## src/rtl/serial_addsub_digit.sv

```systemverilog
// rtl/serial_addsub_digit.sv - digit-serial adder/subtractor, LSD first, one-cycle registered result
module serial_addsub_digit #(
    parameter int DIGIT_W   = 4,
    parameter int MAX_BEATS = 16
) (
    input  logic               clk,
    input  logic               rst,
    input  logic               vld,
    input  logic [DIGIT_W-1:0] a,
    input  logic [DIGIT_W-1:0] b,
    input  logic               last,
    input  logic               sub,
    output logic               sum_vld,
    output logic [DIGIT_W-1:0] sum,
    output logic               sum_last,
    output logic               cout,
    output logic               ovf,
    output logic               err
);

    localparam int CNT_W = $clog2(MAX_BEATS + 1);

    typedef enum logic {IDLE, RUN} state_t;

    state_t             state_q, state_d;
    logic               carry_q, carry_d;
    logic               mode_q, mode_d;
    logic [CNT_W-1:0]   cnt_q, cnt_d;
    logic               sum_vld_q, sum_vld_d;
    logic [DIGIT_W-1:0] sum_q, sum_d;
    logic               sum_last_q, sum_last_d;
    logic               cout_q, cout_d;
    logic               ovf_q, ovf_d;
    logic               err_q, err_d;

    logic               mode_eff;
    logic               cin;
    logic [DIGIT_W-1:0] b_eff;
    logic [DIGIT_W:0]   full;
    logic               c_out;
    logic               c_msb;
    logic               term;

    always_ff @(posedge clk or negedge rst) begin
        if (!rst) begin
            state_q    <= IDLE;
            carry_q    <= 1'b0;
            mode_q     <= 1'b0;
            cnt_q      <= '0;
            sum_vld_q  <= 1'b0;
            sum_q      <= '0;
            sum_last_q <= 1'b0;
            cout_q     <= 1'b0;
            ovf_q      <= 1'b0;
            err_q      <= 1'b0;
        end else begin
            state_q    <= state_d;
            carry_q    <= carry_d;
            mode_q     <= mode_d;
            cnt_q      <= cnt_d;
            sum_vld_q  <= sum_vld_d;
            sum_q      <= sum_d;
            sum_last_q <= sum_last_d;
            cout_q     <= cout_d;
            ovf_q      <= ovf_d;
            err_q      <= err_d;
        end
    end

    always_comb begin
        // The first beat of an operand takes its mode and carry-in straight from sub.
        mode_eff = (state_q == IDLE) ? sub : mode_q;
        cin      = (state_q == IDLE) ? sub : carry_q;
        b_eff    = mode_eff ? ~b : b;
        full     = {1'b0, a} + {1'b0, b_eff} + {{DIGIT_W{1'b0}}, cin};
        c_out    = full[DIGIT_W];
        c_msb    = full[DIGIT_W-1] ^ a[DIGIT_W-1] ^ b_eff[DIGIT_W-1];
        term     = last | (cnt_q == CNT_W'(MAX_BEATS - 1));

        state_d    = state_q;
        carry_d    = carry_q;
        mode_d     = mode_q;
        cnt_d      = cnt_q;
        sum_vld_d  = 1'b0;
        sum_d      = sum_q;
        sum_last_d = 1'b0;
        cout_d     = 1'b0;
        ovf_d      = 1'b0;
        err_d      = 1'b0;

        if (vld) begin
            sum_vld_d  = 1'b1;
            sum_d      = full[DIGIT_W-1:0];
            sum_last_d = term;
            cout_d     = term & c_out;
            ovf_d      = term & (c_msb ^ c_out);
            err_d      = term & ~last;
            if (term) begin
                state_d = IDLE;
                carry_d = 1'b0;
                cnt_d   = '0;
            end else begin
                state_d = RUN;
                carry_d = c_out;
                cnt_d   = cnt_q + CNT_W'(1);
                mode_d  = mode_eff;
            end
        end
    end

    assign sum_vld  = sum_vld_q;
    assign sum      = sum_q;
    assign sum_last = sum_last_q;
    assign cout     = cout_q;
    assign ovf      = ovf_q;
    assign err      = err_q;

endmodule

```

## config.mk

```make
export PLATFORM = sky130hd
export DESIGN_NAME = serial_addsub_digit
export DESIGN_NICKNAME = d
export VERILOG_FILES = /design/src/rtl/serial_addsub_digit.sv
export SDC_FILE = /design/constraint.sdc
export NUM_CORES = 1
export LEC_CHECK = 0
export ABC_AREA = 1
export CAP_MARGIN = 20
export CORE_MARGIN = 8
export CORE_UTILIZATION = 44
export CTS_CLUSTER_SIZE = 28
export DETAILED_ROUTE_END_ITERATION = 8
export HOLD_SLACK_MARGIN = 0.02
export PLACE_DENSITY_LB_ADDON = 0.3
export SLEW_MARGIN = 20
export SYNTH_ARGS = -nofsm -noshare
export SYNTH_HDL_FRONTEND = slang
export SYNTH_SLANG_ARGS = --single-unit
```

## constraint.sdc

```tcl
create_clock -name clk -period 2 [get_ports clk]
set_input_delay 0.6 -clock clk [delete_from_list [all_inputs] [get_ports clk]]
set_output_delay 0.6 -clock clk [all_outputs]
set_load 0.02 [all_outputs]
```

==> results.cfg, run 1 <==
[worst_setup_path]
startpoint_type = input port
cp_slowest_stage_delay_ns = 0.38
reg2reg_depth = 13
required_ns = 2.24
worstSetupEndpointType = flip-flop
cp_max_fo = 3
cp.arrival_ns = 2.32
path_class = in -> reg
path_cells = buf_2, inv_16, nand2_8, nand2_4, xor2_4, fa_2, inv_2, fa_2, nand3_2, nand3_1, nand3_2, nand2_1, nand2_1, a21oi_2
slowest_stage = fa_2

[cts]
cts_buffer_depth = 2
cts_buffers = 3
postCtsHoldBufs = 0
cts_num_sinks = 17
clock_latency_ns = 0.30
cts_htree_levels = 1
cts_tree = yes
cts-root-buf = clkbuf_4
clk_pin_slew_ns = 0.11

[placed_design]
place_congestion = 0.783
dp_hpwl_um = 1890
dp_cells = 180
numPortBuffers = 21

[sta]
max_freq_mhz = 480
hold_viol = 0
fin_tns_setup_ns = -0.144
worst_slack_ns = -0.0823
setup_viol = 3
tightest_slew_ns = 0.308
relSlewSlack_pct = 79.4
finalMaxSlewViolations = 0
final.setup_skew_ns = 0.00902
final.min_clock_period_ns = 2.08
rsz0062_at_grt = yes
period_share_pct = 104

[route]
met3_wirelength_um = 131
wl_um = 2450
dr_wl_met2_um = 1280
top_layer = met4
antenna_left = 0
dr.pass1.iters = 4
detail_route.wl_per_cell_um = 13.3
via_count = 922
drcViolationCount = 0
drtIter0Drc = 19
viasPerCell = 5.01
drt-met1-wl_um = 965

[logic_synthesis]
syn_area_um2 = 993
synth_top_area_cell = dfrtp_1
syn-instance-count = 117
synth_cell_types = 22
ys_seq_elements = 17
syn_avg_cell_area_um2 = 8.49
synthTopCellsByArea = dfrtp_1 (43%), nand2_1 (7.9%), nand3_1 (6.5%)
synth_fp_nets = 137
yosysWarnings = 0
synthDominantCellAreaShare_pct = 42.8
ys_seq_area_share_pct = 42.8

[layout]
antenna_cells = 0
area_growth_pct = 46.7
nets = 177
stdcell_count = 184
layout-drive-gt1-share_pct = 30.8
final_util_pct = 67.2

[floorplanning]
die_area_mm2 = 0.00403
coreArea_mm2 = 0.00217
die_w_um = 63.5
row_count = 17
initial_utilization_pct = 45.8
io_pins = 22
die_h_um = 63.5

[power_and_ir_drop]
pwr-share-comb_pct = 45.8
ir_drop_uv = 491
p_int_mw = 0.719
power_switching_mw = 0.428
p_clk_share_pct = 16.5
swShare_pct = 37.3
p_seq_share_pct = 37.7
p_leak_nw = 0.690
power_density_mw_per_mm2 = 786

[min_path]
hold_path_depth = 2
hp-class = reg -> reg

[global_route]
grtUsageTotal_pct = 12.7
grt_pass1_wl_um = 4170
overflow = 0
antenna_found_initial = 0
grt_pass1_vias = 967
grt_max_degree = 18

[run]
cap_violations = 0

[outcome]
violations = negative setup slack
run_status = complete, but fails checks
==> per-stage QoR <==
step | worst slack [ns] | total power [mW] | instance area, um2 | hold slack, ns
2_1_floorplan | -0.188 | 0.725 | 1050 | 0.304
3_3_place_gp | -0.834 | 0.921 | 1410 | 0.475
3_5_place_dp | -0.936 | 0.941 | 1410 | 0.483
4_1_cts | -0.0703 | 1.12 | 1430 | 0.507
5_1_grt | -0.213 | 1.22 | 1460 | 0.537
6_report | -0.0823 | 1.15 | 1460 | 0.502
==> cell type report <==
type,count,area (um2)
Clock buffer,3,22.5
Clock inverter,1,5.00
Fill cell,189,712
Inverter,18,83.8
Multi-Input combinational cell,81,569
Sequential cell,17,425
Tap cell,28,35.0
Timing Repair Buffer,36,317
==> sequential cells by signal (all words and copies together), names as in the netlist <==
| name | count |
|---|---|
| err | 1 |
| ovf | 1 |
| cout | 1 |
| sum_vld | 1 |
| carry_q | 1 |
| cnt_q | 5 |
| sum | 4 |
| sum_last | 1 |
| mode_q | 1 |
| state_q | 1 |
==> cells in the final DEF (no fill, tap or decap), types with 2 or more instances in the layout <==
master / n
inv_1: 13
clkdlybuf4s50_1: 19
nand2_2: 4
clkbuf_4: 3
nor2_1: 6
nand3_1: 12
nor3_1: 3
fa_2: 2
ha_2: 2
inv_2: 4
buf_4: 15
ha_1: 3
a21oi_2: 3
dfrtp_1: 17
o21ai_0: 5
a21oi_1: 4
nand2_1: 20
nand3_2: 5
==> power groups by stage <==
stage	clock network [mW]	logic (mW)	registers [mW]
6_report	0.189	0.525	0.432
5_1_grt	0.198	0.583	0.442
4_1_cts	0.188	0.503	0.433
3_5_place_dp	0	0.503	0.438
3_3_place_gp	0	0.484	0.437
2_1_floorplan	0	0.253	0.472
==> path summary, 6_finish.rpt <==
check	start	to	slack [ns]
max	sub	ovf	-0.08
min	sum[0]	sum[0]	0.50
max reg2reg	state_q	ovf	-0.08
min reg2reg	sum[0]	sum[0]	0.50
max in group asynchronous	rst	carry_q	1.19
min in group asynchronous	rst	cnt_q[0]	0.62
==> critical path, delay by kind of cell <==
kind,cells,cell delay [ns]
fa+ha+maj,2,0.59
compound gates,1,0.10
simple gates,7,0.53
buf+inv,3,0.33
xor+xnor,1,0.16
==> cells in the mapped netlist <==
cell,instances
buf_2,1
xor2_1,1
fa_1,2
o21a_1,1
nand3_1,13
ha_1,5
inv_1,16
a31oi_1,1
dfrtp_1,17
a21oi_2,1
nand2_1,21
a21oi_1,6
nor2_1,6
nor2b_4,1
nor3_1,3
xnor2_1,2
o22ai_1,1
o21ai_0,7
nor2_2,1
inv_2,2
nand2_2,5
nand3_2,4
==> repair_timing <==
item                                    4_1_cts  5_1_grt
resized for setup                             9        7
pin swaps                                     8        1
buffers inserted                              1        0
endpoints found under the setup margin        7        5
==> logic make-up (layout without fill, tap and decap cells) <==
group	count (synthesis)	in the layout	synth area share (%)
and+or+nand+nor	54	54	27.5
DFF	17	17	42.8
adders and majority gates	7	7	10.3
xor gates and xnor gates	3	3	2.65
buffers and inverters	19	58	7.30
AOI/OAI and AO/OA	17	17	9.45
==> layer usage <==
metal	global-route usage, %	up-vias
met5	0	-
li1	-	458
met4	7.80	0
met1	13.2	425
met2	22.4	32
met3	3.18	7
Note: power is estimated with default switching activity, not from simulation.
==> run 2, diff against run 1 <==
Settings changed: CORE_UTILIZATION 44 to 46, CTS_BUF_LIST from default to sky130_fd_sc_hd__clkbuf_8, CTS_CLUSTER_DIAMETER from default to 200.
==> run 2 against run 1 <==
The run still ends with negative setup slack left. Die area shrank 3.3%. Utilization rose by 4.9 points. Largest cell class unchanged. Global-route usage rose by 0.78 points. Critical path type is now reg -> reg. Maximum frequency fell by 0.23%. Wire length grew 8.4%. Sequential power is 1% higher.
==> results.cfg, run 2 (synthesis gave the netlist of run 1 again) <==
[global_route]
grtUsageTotal_pct = 13.5
overflow = 0
grt_max_degree = 18
grt_pass1_wl_um = 4440
grt_pass1_vias = 998
antenna_found_initial = 0

[cts]
cts_tree = yes
cts_buffers = 3
clock_latency_ns = 0.25
postCtsHoldBufs = 0
cts_num_sinks = 17
clk_pin_slew_ns = 0.07
cts-root-buf = clkbuf_8
cts_buffer_depth = 2
cts_htree_levels = 1

[worst_setup_path]
slowest_stage = dfrtp_1
cp_slowest_stage_delay_ns = 0.41
cpLargestDelayFamily = adder cells
worstSetupEndpointType = flip-flop
cp_max_fo = 3
startpoint_type = flip-flop
path_class = reg -> reg
r2r_slack_ns = -0.09
cp.depth = 13
reg2reg_depth = 13
path_buf_inv = 2
path_cells = inv_2, nand2_8, nand2_4, xor2_2, fa_2, inv_2, fa_2, nand3_2, nor2b_4, nand3_2, nand2_2, nand2_2, a21oi_2
cp.arrival_ns = 2.27
required_ns = 2.18

[route]
drcViolationCount = 0
antenna_left = 0
dr.pass1.iters = 4
via_count = 928
viasPerCell = 4.99
wl_um = 2660
drtIter0Drc = 38
detail_route.wl_per_cell_um = 14.3

[layout]
final_area_mm2 = 0.00153
top_register = cnt_q
largest_reg_flops = 5
antenna_cells = 0
fill_cells = 158
layout_common_cells = nand2_1 (18), clkdlybuf4s50_1 (18), dfrtp_1 (17)
area_growth_pct = 54.4
multi_input_area_um2 = 596
nets = 179
layout-drive-gt1-share_pct = 34.2
seq_area_um2 = 425

[sta]
finalMaxSlewViolations = 0
rsz0062_at_grt = yes
period_share_pct = 104
max_freq_mhz = 479
relSlewSlack_pct = 79.7
hold_viol = 0
final.min_clock_period_ns = 2.09
setup_viol = 3
worst_slack_ns = -0.0871
tightest_slew_ns = 0.304
final.setup_skew_ns = 0.00674

[floorplanning]
row_count = 17
io_pins = 22
die_area_mm2 = 0.00390
initial_utilization_pct = 46.7
die_h_um = 62.5
coreArea_mm2 = 0.00213
die_w_um = 62.5

[placed_design]
dp_hpwl_um = 1910
numPortBuffers = 21
dp_slack_ns = -0.876
place_congestion = 0.776
placed_area_mm2 = 0.00142

[power_and_ir_drop]
power_density_mw_per_mm2 = 827
ir_drop_uv = 518
p_leak_nw = 0.726

[outcome]
violations = negative setup slack
run_status = complete, but fails checks

[run]
cap_violations = 0

[min_path]
hold_path_depth = 2
hp-class = reg -> reg
-- run 2: changes by cell type in the layout (fill, tap and decap cells not counted), moves of 2 or more --
cell	change
buf_6	+3
nand2_2	+2
clkbuf_8	+3
nand2_1	-2
clkbuf_4	-3
-- run 2: final timing paths --
kind / start / to
worst min register to register: sum[2] / sum[2]
max in group asynchronous: rst / mode_q
worst max register to register: state_q / ovf
worst max-delay path: state_q / ovf
worst min-delay path: sum[2] / sum[2]
min in group asynchronous: rst / cnt_q[2]
-- run 2: per-stage QoR --
step	instances	util [%]	TNS [ns]	power (mW)	hold slack, ns
detailed placement	181	66.8	-4.92	0.952	0.484
global route	186	72.1	-0.526	1.35	0.540
floorplan	117	-	-0.209	0.725	0.304
CTS	188	70.8	-0.341	1.23	0.508
finish	186	72.1	-0.137	1.27	0.502
global placement	181	66.8	-4.65	0.927	0.470
-- run 2: per-layer routing --
| metal | vias to the layer above | global-route usage, % | wire [um] |
|---|---|---|---|
| met3 | 4 | 1.97 | 64 |
| met2 | 18 | 24.6 | 1450 |
| li1 | 458 | - | - |
| met5 | - | 0 | 0 |
| met1 | 448 | 15.1 | 1100 |
| met4 | 0 | 5.98 | 36 |
-- run 2: report_power, final --
part | internal, mW | switching, mW
clock | 0.138 | 0.113
sequential | 0.399 | 0.0385
combinational | 0.275 | 0.305
-- run 2: worst min-delay path, stage by stage (launching register included) --
cell and delay (ns):
dfrtp_1 0.36, nand2_1 0.06, nand2_1 0.05
-- run 2: area by class of cell --
type                    count  area share, %
multi-input cells          81           38.8
flip-flops and latches     17           27.7
repair buffers             38           22.7
inverters                  18           5.46
clock buffers               3           2.69
well taps                  28           2.28
clock inverters             1          0.326
-- run 2: repair_timing --
item | CTS | global route
pin swaps | 7 | 8
buffers inserted | 3 | 0
gates resized for setup | 13 | 13
hold endpoints to repair | 0 | 0
endpoints found under the setup margin | 7 | 6
==> run 3, diff against run 2 <==
Settings changed: CORE_UTILIZATION 46 to 30.
==> run 3 against run 2 <==
The flow still finishes with violations (negative setup slack). Die area is 39% higher. Global-route usage is 4.6 points lower. Non-clock buffer count is 4 higher. Register-to-register slack better by 0.05 ns. Via count is 0.43% higher. Maximum frequency is 2.4% higher. Final cell count is 12% higher. Critical endpoint unchanged. Largest power group unchanged. Highest routed layer unchanged.
==> results.cfg, run 3 (synthesis gave the netlist of run 1 again) <==
[worst_setup_path]
worstSetupEndpointType = flip-flop
cp.arrival_ns = 2.22
path_class = reg -> reg
r2r-start = state_q
r2r_slack_ns = -0.04
cp_max_fo = 4
rr_endpoint = ovf
startpoint_type = flip-flop
crit_end = ovf
crit_start = state_q
reg2reg_depth = 13
required_ns = 2.18

[floorplanning]
die_area_mm2 = 0.00541
io_pins = 22
initial_utilization_pct = 30.5
die_h_um = 73.5
coreArea_mm2 = 0.00326
row_count = 21
die_w_um = 73.5

[layout]
mostFrequentLayoutCell = nand2_1
antenna_cells = 0
area_growth_pct = 55.9
largest_reg_flops = 5
fill_cells = 348
layout-drive-gt1-share_pct = 31.5
nets = 183
layout_common_cells = nand2_1 (20), buf_4 (19), clkdlybuf4s50_1 (18)
stdcell_count = 208
top_register = cnt_q

[power_and_ir_drop]
p_leak_nw = 0.734
ir_drop_uv = 236
power_density_mw_per_mm2 = 791

[sta]
holdWs_ns = 0.493
setup_viol = 3
period_share_pct = 102
tightest_slew_ns = 0.327
rsz0062_at_grt = yes
final.setup_skew_ns = 0.000666
hold_viol = 0
worst_slack_ns = -0.0387
finalMaxSlewViolations = 0
max_freq_mhz = 491
final.min_clock_period_ns = 2.04
relSlewSlack_pct = 78.1

[cts]
cts_buffers = 3
cts_htree_levels = 1
clk_pin_slew_ns = 0.06
cts_buffer_depth = 2
cts_num_sinks = 17
cts_tree = yes
postCtsHoldBufs = 0
clock_latency_ns = 0.24
cts-root-buf = clkbuf_8

[placed_design]
dp_hpwl_um = 1820
numPortBuffers = 21
dp_cells = 199
place_congestion = 0.776

[global_route]
grt_pass1_vias = 925
overflow = 0
grtUsageTotal_pct = 8.90
grt_pass1_wl_um = 3800
grt_max_degree = 18
antenna_found_initial = 0

[route]
antenna_left = 0
met3_wirelength_um = 146
drt-met1-wl_um = 981
dr_wl_met2_um = 1200
wl_um = 2340
drtIter0Drc = 27
dr.pass1.iters = 4
drcViolationCount = 0
viasPerCell = 4.48
detail_route.wl_per_cell_um = 11.2
top_layer = met4
via_count = 932

[outcome]
violations = negative setup slack
run_status = complete, but fails checks

[run]
cap_violations = 0

[min_path]
hp-class = reg -> reg
-- run 3: changes by cell type in the layout (fill, tap and decap cells not counted), sizes merged --
cell           previous run  this run
clkdlybuf4s15             0         1
clkinv                    1         0
dlymetal6s2s              1         0
inv                      18        19
buf                      18        22
-- run 3: repair_timing --
item                       in CTS  in global routing
gates resized for setup        12                  6
setup endpoints to repair       7                  5
cloned                          0                  0
pin swaps                       7                  3
setup buffers                   3                  4
-- run 3: how the worst min path moves through the flow --
stage | end | cells after the start | start | slack [ns]
2_1_floorplan | carry_q | 0 | rst | 0.30
3_3_place_gp | sum[0] | 2 | sum[0] | 0.48
3_5_place_dp | sum[1] | 2 | sum[1] | 0.48
4_1_cts | sum[1] | 2 | sum[1] | 0.50
5_1_grt | sum[1] | 2 | sum[1] | 0.52
6_report | sum[1] | 2 | sum[1] | 0.49
-- run 3: where the power goes --
group / internal [mW] / switching (mW) / leakage (nW)
clock: 0.136 / 0.107 / 0.0269
sequential: 0.399 / 0.0334 / 0.217
combinational: 0.275 / 0.275 / 0.490
-- run 3: layout make-up --
type	instances	area, um2	area share, %
Clock buffer	3	41.3	2.67
Clock inverter	1	3.75	0.242
Inverter	18	83.8	5.41
Multi-Input combinational cell	81	562	36.3
Sequential cell	17	425	27.5
Tap cell	46	57.6	3.72
Timing Repair Buffer	42	375	24.2
-- run 3: through the flow --
| stage | TNS [ns] | util (%) | area (um2) | total power, mW | worst slack [ns] |
|---|---|---|---|---|---|
| 5_1_grt | -0.667 | 47.5 | 1550 | 1.32 | -0.188 |
| 3_3_place_gp | -4.72 | 44.3 | 1440 | 0.931 | -0.830 |
| 3_5_place_dp | -4.90 | 44.3 | 1440 | 0.944 | -0.869 |
| 6_report | -0.0699 | 47.5 | 1550 | 1.23 | -0.0387 |
| 2_1_floorplan | -0.209 | - | 1050 | 0.725 | -0.188 |
| 4_1_cts | -0.138 | 46.7 | 1520 | 1.20 | -0.0965 |
-- run 3: routing by layer --
metal,vias up,track usage [%]
met1,438,9.76
met5,-,0
li1,470,-
met2,22,15.5
met4,0,3.33
met3,2,2.86
-- run 3: worst max-delay path, stage by stage (launching register included) --
cell and delay, ns:
dfrtp_1 0.40, inv_2 0.13, nand2_8 0.06, nand2_4 0.06
xor2_2 0.17, fa_2 0.22, inv_2 0.04, fa_2 0.34
nand3_2 0.08, nor2b_4 0.16, nand3_2 0.09, nand2_1 0.07
nand2_1 0.05, a21oi_2 0.10
